### src/rtl/alu_exec_unit.sv
// Single-cycle ALU with a two-entry result buffer (head/tail) and valid/ready handshakes.
// Results and flags are computed when an operation is accepted and held until consumed.
module alu_exec_unit #(
  parameter int WIDTH = 32
) (
  input  logic             clk,
  input  logic             rst,
  input  logic             in_valid,
  output logic             in_ready,
  input  logic [3:0]       alu_control,
  input  logic [WIDTH-1:0] src_a,
  input  logic [WIDTH-1:0] src_b,
  input  logic [4:0]       rd_tag,
  input  logic             flush,
  output logic             out_valid,
  input  logic             out_ready,
  output logic [WIDTH-1:0] out_result,
  output logic             out_zero,
  output logic             out_illegal,
  output logic [4:0]       out_rd_tag
);

  localparam logic [3:0] OP_AND = 4'b0000;
  localparam logic [3:0] OP_OR  = 4'b0001;
  localparam logic [3:0] OP_ADD = 4'b0010;
  localparam logic [3:0] OP_SUB = 4'b0110;

  // Entry layout: {illegal, zero, tag[4:0], result[WIDTH-1:0]}
  localparam int EW = WIDTH + 7;

  // Returns {illegal, result}; unsupported codes yield a zero result
  function automatic logic [WIDTH:0] alu_eval(
    input logic [3:0]       op,
    input logic [WIDTH-1:0] a,
    input logic [WIDTH-1:0] b
  );
    logic [WIDTH:0] r;
    case (op)
      OP_ADD:  r = {1'b0, a + b};
      OP_SUB:  r = {1'b0, a - b};
      OP_AND:  r = {1'b0, a & b};
      OP_OR:   r = {1'b0, a | b};
      default: r = {1'b1, {WIDTH{1'b0}}};
    endcase
    return r;
  endfunction

  logic [1:0]     count_r;
  logic [EW-1:0]  head_r;
  logic [EW-1:0]  tail_r;
  logic [WIDTH:0] eval_s;
  logic [EW-1:0]  new_entry_s;
  logic           push_s;
  logic           pop_s;

  assign in_ready    = ~rst & (count_r < 2'd2);
  assign out_valid   = (count_r != 2'd0);
  assign out_result  = head_r[WIDTH-1:0];
  assign out_rd_tag  = head_r[WIDTH+4:WIDTH];
  assign out_zero    = head_r[WIDTH+5];
  assign out_illegal = head_r[WIDTH+6];

  // Evaluate the offered operation and decode the handshakes
  always_comb begin
    eval_s      = alu_eval(alu_control, src_a, src_b);
    new_entry_s = {eval_s[WIDTH], (eval_s[WIDTH-1:0] == {WIDTH{1'b0}}), rd_tag, eval_s[WIDTH-1:0]};
    push_s      = in_valid & in_ready;
    pop_s       = out_valid & out_ready;
  end

  // Buffer update; vacated slots are cleared so idle outputs read as zero
  always_ff @(posedge clk) begin
    if (rst || flush) begin
      count_r <= 2'd0;
      head_r  <= {EW{1'b0}};
      tail_r  <= {EW{1'b0}};
    end else begin
      case ({push_s, pop_s})
        2'b11: begin
          // Only reachable with one entry: the new entry replaces the departing head
          head_r <= new_entry_s;
        end
        2'b10: begin
          if (count_r == 2'd0) begin
            head_r  <= new_entry_s;
            count_r <= 2'd1;
          end else begin
            tail_r  <= new_entry_s;
            count_r <= 2'd2;
          end
        end
        2'b01: begin
          if (count_r == 2'd2) begin
            head_r  <= tail_r;
            tail_r  <= {EW{1'b0}};
            count_r <= 2'd1;
          end else begin
            head_r  <= {EW{1'b0}};
            count_r <= 2'd0;
          end
        end
        default: begin
          count_r <= count_r;
        end
      endcase
    end
  end

endmodule

### config.mk
export PLATFORM = sky130hd
export DESIGN_NAME = alu_exec_unit
export DESIGN_NICKNAME = d
export VERILOG_FILES = /design/src/rtl/alu_exec_unit.sv
export SDC_FILE = /design/constraint.sdc
export NUM_CORES = 1
export LEC_CHECK = 0
export ABC_CLOCK_PERIOD_IN_PS = 6200
export BUFFER_PORTS_ARGS = -buffer_cell sky130_fd_sc_hd__buf_2
export CAP_MARGIN = 5
export CORE_MARGIN = 1
export CORE_UTILIZATION = 52
export DETAILED_ROUTE_END_ITERATION = 10
export GPL_ROUTABILITY_DRIVEN = 0
export HOLD_SLACK_MARGIN = 0.05
export PLACE_DENSITY_LB_ADDON = 0.2
export SETUP_SLACK_MARGIN = 0.05
export SYNTH_ARGS = -nofsm -noshare
export SYNTH_HDL_FRONTEND = slang
export SYNTH_SLANG_ARGS = --single-unit
### constraint.sdc
create_clock -name clk -period 6.2 [get_ports clk]
set_clock_uncertainty 0.15 [all_clocks]
set_input_delay 1.86 -clock clk [delete_from_list [all_inputs] [get_ports clk]]
set_output_delay 1.86 -clock clk [all_outputs]
set_load 0.1 [all_outputs]
### After elaboration in Yosys (flattened, before gate mapping)

Cells that the tools add are included.

* add/subtract/negate cells: 2
* $mul: 0
* divide/modulo/power cells: 0
* $lt $le $gt $ge: 1
* equal/unequal tests: 10
* shifts and indexed selects: 0
* mux-type cells: 10
* bitwise gates (word level): 6
* reduce and logical (&&, ||, !) cells: 9

Operator list (number)
* 2-to-1 mux 39 bit: 4
* one-hot mux 33 bit (4 select lines): 1
* one-hot mux 39 bit (3 select lines): 1
* one-hot mux 39 bit (2 select lines): 1
* adder 32 bit: 1
* AND 32 bit: 1
* zero test 32 bit: 1
* bitwise OR 32 bit: 1
* subtractor 32 bit: 1
* == test 2 bit, second input constant: 3
* != test 2 bit, second input constant: 3
* == test 4 x 1 -> 1 bit, second input constant: 1
* == test 4 x 2 -> 1 bit, second input constant: 1
* == test 4 x 3 -> 1 bit, second input constant: 1
* zero test 4 bit: 1
* one-hot mux 2 bit (2 select lines): 1
* nonzero test 2 bit: 2
* AND 1 bit: 3
* AND reduction 3 bit: 1
* nonzero test 3 bit: 1
* == test 2 x 1 -> 1 bit, second input constant: 1
* zero test 2 bit: 1
* less-than comparator 2 bit, second input constant: 1
* 2-to-1 mux 2 bit: 1
* other kinds (4): 4

* bits in registers: 80
* latch bits: 0
* bits in writable memories: 0
* memory bits (read-only): 0
* input port bits: 78
* output and inout port bits: 41
* word-level logic and storage cells: 41
* memories kept: 0

### Depth between registers and ports, before layout

Gate-level depths: netlist (run 1).

* word-level depth: 6
* gate-level depth with buffers: 20
* depth with buffers taken out: 19

### Worst setup path after synthesis (run 1)

Ideal clock, no wire load.

* kind: input port to flip-flop
* from: in src_b[2]
* to: reg head_r[37]
* setup time: 69 ps
* arrival: 6201 ps
* required time: 5981 ps
* path slack: -220 ps
* stages: 17
* buffers on the path: 1
* cell sequence: or4_4 -> or4b_4 -> or2_2 -> o41ai_1 -> xor2_1 -> ha_1 -> clkbuf_1 -> nand2_1 -> nor3_1 -> o21ai_1 -> a31oi_1 -> a31oi_1 -> or3b_2 -> a32oi_1 -> nand4_1 -> or3_1 -> o21ai_1

* longest elaborated chain between the ends: 5
* elaborated cells between the ends (all ways): 8
* those cells by class: add/sub: 2; mux: 3; bitwise: 2; reduce/logical: 1

RTL lines
* from (decl): RTL line 12 `input logic [WIDTH-1:0] src_b,`
* subtractor 32 bit, or another cell as far along: RTL line 40 `OP_SUB: r = {1'b0, a - b};`
* one-hot mux 33 bit (4 select lines) (*): RTL line 38 `case (op)`
* zero test 32 bit (*): RTL line 66 `new_entry_s = {eval_s[WIDTH], (eval_s[WIDTH-1:0] == {WIDTH{1'b0}}), rd_tag, eval_s[WIDTH-1:0]};`
* 2-to-1 mux 39 bit: RTL line 84 `if (count_r == 2'd0) begin`
* one-hot mux 39 bit (3 select lines) (*): RTL line 78 `case ({push_s, pop_s})`
* to (signal assigned): RTL line 75 `head_r <= {EW{1'b0}};`
* to (signal assigned): RTL line 81 `head_r <= new_entry_s;`
* to (signal assigned): RTL line 85 `head_r <= new_entry_s;`
* to (decl): RTL line 49 `logic [EW-1:0] head_r;`

Every way passes the cells marked *; elsewhere a longest branch is shown, timed or not. The select of a mux whose other input is x is not followed.
A chain may end at the register's enable or synchronous reset.

### Worst setup path in the final report (run 1)

Ends and elaborated chain as after synthesis.

==> results.cfg, run 1 <==
[global_routing]
grt_pass1_vias = 6777
grt_pass1_wl_um = 32200
antenna_found_initial = 0
overflow = 0
grt_start_max_net_pins = 46
grtUsageTotal = 0.310

[die]
dieArea_um2 = 12900
die_width_um = 114
io_pins = 119
start_util = 0.536
chipHeight_um = 114
coreArea_um2 = 12100
rows = 40

[timing]
fin_crit_ns = 6.02
worst_slack_ns = 0.184
setup_viol = 0
hold_ws_ns = 0.302
fmax_mhz = 166
final.setup.tns_ns = 0
worst_pin_slew_ns = 0.984
min_period_over_period = 0.970
slew_headroom = 0.344
maxSlewViolCount = 0
rsz0062_at_grt = yes
final-hold-violation-count = 0

[synthesis]
ys.flop_type = dfxtp_1
async_flop_share = 0
synth-edff-count = 0
ys_warn_count = 0
ys_types = 70
avgSynthCellArea_um2 = 7.30
syn_nets = 1005
ys_ff_latch = 80
syn_inst = 890
yosysSeqAreaShare = 0.247
syn_area_um2 = 6490

[power]
power_density_nw_per_um2 = 211
design_power_total_mw = 1.80
p_leak_nw = 3.64
ir_drop_mv = 0.212

[clock_network]
cts.reportedPaths.clkPinSlew_ns = 0.06
cts-root-buf = clkbuf_16
cts_hold_buf = 0
cts_num_sinks = 80
clk_latency_ns = 0.34
ctsHtreeMaxLevel = 3
numCtsBuffers = 9
clock_path_buffers = 2
cts_tree = done

[setup_path]
cp_data_required_time_ns = 6.32
path_class = input port to register
timing.rr.start = count_r[0]$_SDFFE_PP0P_
cp.arrival_ns = 6.13
reg2reg_to = head_r[37]$_SDFFE_PP0P_
start_kind = input port
cp_max_fo = 4
r2r_cells = 15
reg2reg_slack_ns = 2.67
end_kind = register

[worst_hold_path]
hp-start = tail_r[25]$_SDFFE_PP0P_
hold-path-endpoint = tail_r[25]$_SDFFE_PP0P_
holdPathStages = 2
hold_path_class = register to register

[drt]
first_iter_violations = 503
drc = 0
vias = 7324
first_pass_iters = 5
wl_per_cell_um = 16.0
routed_wl_um = 20200
ant_nets = 0
vias_per_cell = 5.81

[placement]
dpl.cell_count = 1239
place_area_um2 = 7970
hpwlAfterDp_um = 15100
portBuffers = 118
post-place-ws_ns = -0.410

[finish]
nets = 1202
diodes = 0
fin_cells = 1260
post-route-cell-area_um2 = 8520
final_util = 0.704
area_delta_synth_final_pct = 31.2
drive_above_1_share = 0.293

[status]
status = finished, final reports clean

[job]
maxCapViolCount = 0
[synthesized netlist by cell type (3+ instances only)]
master | count | area share
o21ai_0 | 69 | 0.053
xnor2_1 | 22 | 0.030
and2_1 | 7 | 0.0067
inv_1 | 17 | 0.0098
nor4_1 | 4 | 0.0039
or3_1 | 8 | 0.0077
a31o_2 | 3 | 0.0040
nor2_1 | 73 | 0.042
nor3_1 | 23 | 0.018
and4_1 | 3 | 0.0040
a2111oi_0 | 3 | 0.0040
o31ai_1 | 12 | 0.014
o21ai_1 | 6 | 0.0046
a21o_1 | 7 | 0.0081
a31oi_1 | 10 | 0.0096
a221oi_1 | 4 | 0.0054
nor3b_1 | 3 | 0.0035
a22oi_1 | 19 | 0.022
o211ai_1 | 5 | 0.0058
nand3_1 | 10 | 0.0077
a21oi_1 | 155 | 0.12
clkbuf_1 | 45 | 0.026
a211oi_1 | 13 | 0.015
clkbuf_8 | 5 | 0.011
dfxtp_1 | 80 | 0.25
o21a_1 | 5 | 0.0058
and3_1 | 3 | 0.0029
nor2b_1 | 7 | 0.0067
or2_2 | 6 | 0.0058
or4_2 | 3 | 0.0040
nand3b_1 | 4 | 0.0046
xor2_1 | 25 | 0.034
nand4_1 | 16 | 0.015
nand2_1 | 111 | 0.064
o41ai_1 | 6 | 0.0081
ha_1 | 36 | 0.069
maj3_1 | 22 | 0.034
[sequential cells by signal (all words and copies together), names as in the netlist]
name	flops
count_r	2
head_r	39
tail_r	39
[worst max-delay path, cell delays in order]
cell	delay [ns]
buf_2	0.10
or4_4	0.55
or4b_4	0.54
or2_4	0.27
o31ai_2	0.23
xor2_1	0.19
ha_1	0.30
a21oi_2	0.17
o21ai_1	0.13
a211oi_2	0.29
a31oi_4	0.14
buf_4	0.17
a41oi_2	0.19
xnor2_1	0.10
a22oi_2	0.25
nand4_1	0.11
or3_1	0.40
o21ai_1	0.15
[kinds of logic after synthesis]
logic type                 after synthesis  share of synthesized area
AOI/OAI and AO/OA                      333                      0.304
and+or+nand+nor                        296                      0.224
DFF                                     80                      0.247
buffers and inverters                   72                     0.0516
adders and majority gates               59                      0.106
xor gates and xnor gates                47                     0.0634
muxes                                    3                    0.00482
[cell usage in the layout, fill, tap and decap left out, drive strengths merged, types with 3 or more instances in the layout]
cell / synthesis / final
and4: 3 / 3
a211oi: 13 / 13
a21o: 7 / 7
nor4: 5 / 5
inv: 17 / 17
nor2b: 7 / 7
nor3b: 4 / 4
or3: 8 / 8
dfxtp: 80 / 80
or4: 6 / 6
a31oi: 10 / 10
nand4: 16 / 16
and3: 3 / 3
a221oi: 4 / 4
nor2: 73 / 73
a22oi: 19 / 19
a2111oi: 3 / 3
o211ai: 5 / 5
o21ai: 75 / 75
o21a: 5 / 5
and2: 7 / 7
a31o: 3 / 3
clkbuf: 50 / 14
xnor2: 22 / 22
nand3: 10 / 10
ha: 36 / 36
o41ai: 6 / 6
maj3: 22 / 22
a21oi: 155 / 155
or2: 6 / 6
xor2: 25 / 25
nand3b: 5 / 5
buf: 4 / 241
o31ai: 13 / 13
nand2: 111 / 111
nor3: 24 / 24
[power by group]
part	leakage, nW	switching (mW)	internal, mW
Clock	0.163	0.198	0.386
Sequential	0.648	0.00728	0.528
Combinational	2.83	0.411	0.267
Total	3.64	0.616	1.18
[worst max path at each step]
stage,from,to,slack [ns],cells past startpoint
floorplan,src_b[2],head_r[37]$_SDFFE_PP0P_,0.04,17
global placement,src_b[2],tail_r[37]$_SDFFE_PP0P_,-0.24,18
detailed placement,src_b[2],head_r[37]$_SDFFE_PP0P_,-0.41,18
CTS,src_b[2],head_r[37]$_SDFFE_PP0P_,0.07,18
global route,src_b[2],head_r[37]$_SDFFE_PP0P_,-0.03,19
finish,src_b[2],head_r[37]$_SDFFE_PP0P_,0.18,18
[area by class of cell]
| class | instances | area [um2] |
|---|---|---|
| Multi-Input combinational cell | 738 | 4800 |
| Fill cell | 1064 | 3590 |
| Sequential cell | 80 | 1600 |
| Timing Repair Buffer | 241 | 1510 |
| Clock buffer | 14 | 274 |
| Tap cell | 168 | 210 |
| Inverter | 17 | 63.8 |
| Clock inverter | 2 | 60.1 |
[layer usage]
| layer | routed length [um] | GRT usage | share of wire | vias up |
|---|---|---|---|---|
| met5 | 0 | 0 | 0 | - |
| met3 | 884 | 0.0436 | 0.044 | 47 |
| met4 | 493 | 0.0886 | 0.024 | 0 |
| li1 | - | - | - | 3657 |
| met2 | 9880 | 0.551 | 0.49 | 216 |
| met1 | 8910 | 0.388 | 0.44 | 3404 |
[repair_timing]
item | 4_1_cts | 5_1_grt
pin swaps | 0 | 15
resized for setup | 4 | 39
buffers inserted | 0 | 5
setup endpoints to repair | 4 | 19
endpoints found under the hold margin | 0 | 0
Note: power is estimated with default switching activity, not from simulation.
==> run 2: changes to the inputs <==
==> constraint.sdc (replaced) <==
create_clock -name clk -period 6.2 [get_ports clk]
set_clock_uncertainty 0.15 [all_clocks]
set_input_delay 1.24 -clock clk [delete_from_list [all_inputs] [get_ports clk]]
set_output_delay 1.24 -clock clk [all_outputs]
set_load 0.1 [all_outputs]
==> run 2 against run 1 <==
  * Clock power is 5.5% lower
  * Final area is 12% lower
  * Die area did not move
  * Total power fell by 8.4%
  * Wire length down 5.5%
  * Sequential power about the same
  * Flip-flop and latch count unchanged
  * Critical path depth fell by 2
  * Via count fell by 4.2%
  * Final cell count decreased by 8.2%
==> results.cfg, run 2 (synthesized netlist as in run 1, its figures left out) <==
[power]
power_density_nw_per_um2 = 219
p_sw_frac = 0.354
p_leak_nw = 3.09
p_sw_uw = 583
ir_drop_mv = 0.163
intPower_mw = 1.06
design_power_total_mw = 1.65
seqPwrFrac = 0.325
clkPwrFrac = 0.335
combinationalPowerShare = 0.340

[clock_network]
clk_latency_ns = 0.33
numCtsBuffers = 9
clock_path_buffers = 2
cts_tree = done
cts_num_sinks = 80
cts-root-buf = clkbuf_16
ctsHtreeMaxLevel = 3
post_cts_buffers = 0
cts.reportedPaths.clkPinSlew_ns = 0.06

[finish]
final_util = 0.621
drive_above_1_share = 0.188
reg_top3 = head_r x39, tail_r x39, count_r x2
diodes = 0
layout_common_cells = 154 x a21oi_1, 118 x buf_2, 111 x nand2_1
post-route-cell-area_um2 = 7530
area_delta_synth_final_pct = 15.9
nets = 1100
fin_cells = 1157
final_common_cell = a21oi_1

[setup_path]
cp_max_fo = 6
path_class = input port to register
start_kind = input port
cp.arrival_ns = 5.86
end_kind = register
cp_data_required_time_ns = 6.32
reg2reg_slack_ns = 2.63

[drt]
ant_nets = 0
first_iter_violations = 498
wl_per_cell_um = 16.5
vias = 7015
drc = 0
routed_wl_um = 19100
vias_per_cell = 6.06
first_pass_iters = 7

[die]
dieArea_um2 = 12900
start_util = 0.536
chipHeight_um = 114
coreArea_um2 = 12100
io_pins = 119
rows = 40
die_width_um = 114

[global_routing]
antenna_found_initial = 0
grt_start_max_net_pins = 46
grtUsageTotal = 0.300
grt_pass1_vias = 6496
overflow = 0
grt_pass1_wl_um = 31500

[placement]
portBuffers = 118
dpl.cell_count = 1142
hpwlAfterDp_um = 13900
post-place-ws_ns = 0.156
place_area_um2 = 7210

[timing]
maxSlewViolCount = 0
rsz0062_at_grt = no
final-hold-violation-count = 0
worst_slack_ns = 0.456
final.setup.tns_ns = 0
min_period_over_period = 0.926
fin_crit_ns = 5.74
hold_ws_ns = 0.303
slew_headroom = 0.381
fmax_mhz = 174
setup_viol = 0
worst_pin_slew_ns = 0.928

[job]
maxCapViolCount = 0

[worst_hold_path]
hold_path_class = register to register

[status]
status = finished, final reports clean
==> run 2: cell types whose count changed in the layout (fill, tap and decap cells not counted), moves of 3 or more <==
cell,delta
buf_4,-102
a21oi_1,+6
a21oi_2,-5
a22oi_1,+3
o21ai_0,+5
o31ai_2,-3
a22oi_2,-3
o31ai_1,+3
clkbuf_8,-3
o21ai_1,-3
a31oi_1,+3
==> run 2: final timing paths <==
kind,to,start,cells after the start
max reg2reg,tail_r[37]$_SDFFE_PP0P_,count_r[0]$_SDFFE_PP0P_,15
max,tail_r[37]$_SDFFE_PP0P_,src_b[2],16
min,tail_r[25]$_SDFFE_PP0P_,tail_r[25]$_SDFFE_PP0P_,2
min reg2reg,tail_r[25]$_SDFFE_PP0P_,tail_r[25]$_SDFFE_PP0P_,2
==> run 2: power groups by stage <==
stage,logic (mW),clock network (mW),registers (mW)
after floorplan,0.333,0,0.620
after global placement,0.546,0,0.546
after detailed placement,0.549,0,0.546
after CTS,0.552,0.556,0.535
after global routing,0.612,0.578,0.537
final,0.560,0.552,0.535
==> run 2: layout make-up <==
cell class	count	area, um2
fillers	1167	4580
clock buffers	9	225
flip-flops and latches	80	1600
repair buffers	139	748
clock inverters	6	85.1
well taps	168	210
multi-input cells	738	4590
inverters	17	63.8
==> run 2: repair_timing <==
action | CTS | global route
endpoints found under the setup margin | 0 | 3
hold buffers | 0 | 0
hold endpoints to repair | 0 | 0
gates resized for setup | 0 | 2
==> run 2: worst max-delay path: stages <==
cell	delay, ns
buf_2	0.13
or4_4	0.56
or4_2	0.64
o31ai_1	0.28
xor2_1	0.18
ha_1	0.32
and4_1	0.26
nor2b_1	0.16
or3_1	0.31
o221a_2	0.27
o21ai_1	0.24
a2111oi_0	0.16
or3_1	0.33
a31o_2	0.25
or3_1	0.39
o21ai_1	0.13
==> run 2: per-layer routing <==
layer,up-vias,track usage,share of wire
met2,270,0.502,0.47
met1,3251,0.398,0.45
met3,43,0.0473,0.057
met5,-,0,0
li1,3451,-,-
met4,0,0.0912,0.024
==> run 3: changes to the inputs <==
--- a/config.mk
+++ b/config.mk
@@ -5,11 +5,13 @@
 export SDC_FILE = /design/constraint.sdc
 export NUM_CORES = 1
 export LEC_CHECK = 0
-export ABC_CLOCK_PERIOD_IN_PS = 6200
+export ABC_CLOCK_PERIOD_IN_PS = 7200
 export BUFFER_PORTS_ARGS = -buffer_cell sky130_fd_sc_hd__buf_2
-export CAP_MARGIN = 5
+export CAP_MARGIN = 20
+export CELL_PAD_IN_SITES_DETAIL_PLACEMENT = 1
+export CELL_PAD_IN_SITES_GLOBAL_PLACEMENT = 1
 export CORE_MARGIN = 1
-export CORE_UTILIZATION = 52
+export CORE_UTILIZATION = 44
 export DETAILED_ROUTE_END_ITERATION = 10
 export GPL_ROUTABILITY_DRIVEN = 0
 export HOLD_SLACK_MARGIN = 0.05
==> constraint.sdc (replaced) <==
create_clock -name clk -period 7.2 [get_ports clk]
set_clock_uncertainty 0.15 [all_clocks]
set_input_delay 1.44 -clock clk [delete_from_list [all_inputs] [get_ports clk]]
set_output_delay 1.44 -clock clk [all_outputs]
set_load 0.1 [all_outputs]
==> run 3 against run 2 <==
  * Sequential share of layout area grew 0.23 points
  * Final cell count grew 0.52%
  * Critical endpoint is now head_r[37]$_SDFFE_PP0P_
  * Register-to-register slack gained 1.0 ns
  * Largest cell class unchanged
  * First-iteration DRC count shrank 13%
  * Final area shrank 1.0%
  * Critical path depth grew 1
  * Clock-buffer cell count grew 4
  * Combinational power shrank 14%
  * Flip-flop and latch count is the same
  * Wire length grew 14%
  * Die area grew 18%
==> results.cfg, run 3 (synthesized netlist as in run 1, its figures left out) <==
[placement]
hpwlAfterDp_um = 16200
portBuffers = 118
place_area_um2 = 7150

[setup_path]
slowest_delay_ns = 0.58
path_delay_family = simple AND/OR/NAND/NOR gates
cp_data_required_time_ns = 7.33
path_class = input port to register
crit_chain = buf_2, or4_4, or4b_4, or2_2, o41ai_1, xor2_1, ha_1, nand2_1, nor3_1, o21ai_1, a31oi_1, a31oi_1, or3b_2, a32oi_1, nand4_1, or3_1, o21ai_1
cp.arrival_ns = 6.41
path_buf_inv = 1
cp_max_fo = 8
r2r_cells = 12
reg2reg_slack_ns = 3.64
reg2reg_to = tail_r[29]$_SDFFE_PP0P_
end_kind = register
start_kind = input port
slowest_stage = or4b_4
timing.rr.start = count_r[0]$_SDFFE_PP0P_

[timing]
min_period_over_period = 0.873
rsz0062_at_grt = no
worst_pin_slew_ns = 1.09
fmax_mhz = 159
maxSlewViolCount = 0
final-hold-violation-count = 0
fin_crit_ns = 6.28
setup_viol = 0
slew_headroom = 0.274
final.setup.tns_ns = 0

[drt]
vias_per_cell = 6.00
ant_nets = 0
vias = 6974
routed_wl_um = 21700
first_iter_violations = 434
first_pass_iters = 6
wl_per_cell_um = 18.7
drc = 0

[finish]
fillers = 1914
drive_above_1_share = 0.176
diodes = 0
layout_common_cells = 155 x a21oi_1, 118 x buf_2, 111 x nand2_1
final_common_cell = a21oi_1
post-route-cell-area_um2 = 7450
nets = 1089
reg_top3 = head_r x39, tail_r x39, count_r x2
area_delta_synth_final_pct = 14.7

[die]
chipHeight_um = 123
coreArea_um2 = 14500
start_util = 0.449
dieArea_um2 = 15300
die_width_um = 123
rows = 44
io_pins = 119

[clock_network]
cts-resized-gates = 0
cts-root-buf = clkbuf_16
cts_hold_buf = 0
cts.reportedPaths.clkPinSlew_ns = 0.06
clock_path_buffers = 2
post_cts_buffers = 0
cts_num_sinks = 80
ctsHtreeMaxLevel = 3
numCtsBuffers = 9
clk_latency_ns = 0.34
cts_tree = done

[job]
maxCapViolCount = 0

[power]
ir_drop_mv = 0.124
power_density_nw_per_um2 = 189
p_leak_nw = 3.05

[worst_hold_path]
hold_path_class = register to register
holdPathStages = 2
hp-start = tail_r[25]$_SDFFE_PP0P_
hold-path-endpoint = tail_r[25]$_SDFFE_PP0P_

[global_routing]
antenna_found_initial = 0
grt_start_max_net_pins = 49
grtUsageTotal = 0.289
grt_pass1_wl_um = 34400
overflow = 0
grt_pass1_vias = 6859

[status]
status = finished, final reports clean
==> run 3: final cells by class <==
class | instances | area, um2 | share of cell area
Clock inverter | 3 | 40.0 | 0.00538
Clock buffer | 13 | 260 | 0.0349
Tap cell | 184 | 230 | 0.0309
Inverter | 17 | 63.8 | 0.00857
Sequential cell | 80 | 1600 | 0.215
Multi-Input combinational cell | 738 | 4590 | 0.616
Timing Repair Buffer | 128 | 666 | 0.0894
==> run 3: power by group <==
part,internal [mW],switching [mW]
sequential,0.455,0.00635
clock,0.286,0.177
combinational,0.155,0.329
==> run 3: worst max-delay path by stage <==
stage	slack [ns]	cells after the start	start	endpoint
floorplan	1.20	17	src_b[2]	head_r[37]$_SDFFE_PP0P_
global placement	0.76	17	src_b[2]	tail_r[37]$_SDFFE_PP0P_
detailed placement	0.61	17	src_b[2]	head_r[37]$_SDFFE_PP0P_
CTS	0.98	17	src_b[2]	head_r[37]$_SDFFE_PP0P_
global route	0.53	17	src_b[2]	head_r[37]$_SDFFE_PP0P_
finish	0.92	17	src_b[2]	head_r[37]$_SDFFE_PP0P_
==> run 3: routing by layer <==
| layer | global-route usage | routed length [um] | vias to the layer above |
|---|---|---|---|
| met4 | 0.0904 | 544 | 0 |
| met5 | 0 | 0 | - |
| met1 | 0.364 | 9810 | 3349 |
| li1 | - | - | 3424 |
| met2 | 0.502 | 10600 | 161 |
| met3 | 0.0457 | 779 | 40 |
==> run 3: per-stage QoR <==
step / hold slack [ns] / worst slack (ns) / total power, mW / std cells / util
after global placement: 0.292 / 0.758 / 0.942 / 1147 / 0.494
final: 0.304 / 0.916 / 1.41 / 1163 / 0.514
after floorplan: 0.282 / 1.20 / 0.820 / 890 / -
after CTS: 0.306 / 0.976 / 1.41 / 1163 / 0.514
after global routing: 0.313 / 0.533 / 1.48 / 1163 / 0.514
after detailed placement: 0.298 / 0.611 / 0.948 / 1147 / 0.494
==> run 3: worst register-to-register path, cell delays in order, from the launching register on <==
cell and delay [ns]:
dfxtp_1 0.53, nor2_1 0.16, inv_1 0.10, nand2_1 0.13, inv_1 0.11, ha_1 0.16, buf_4 0.38, o21ai_0 0.26
nand2_1 0.67, buf_4 0.42, nor2_1 0.11, a22oi_1 0.17, nor2_1 0.06
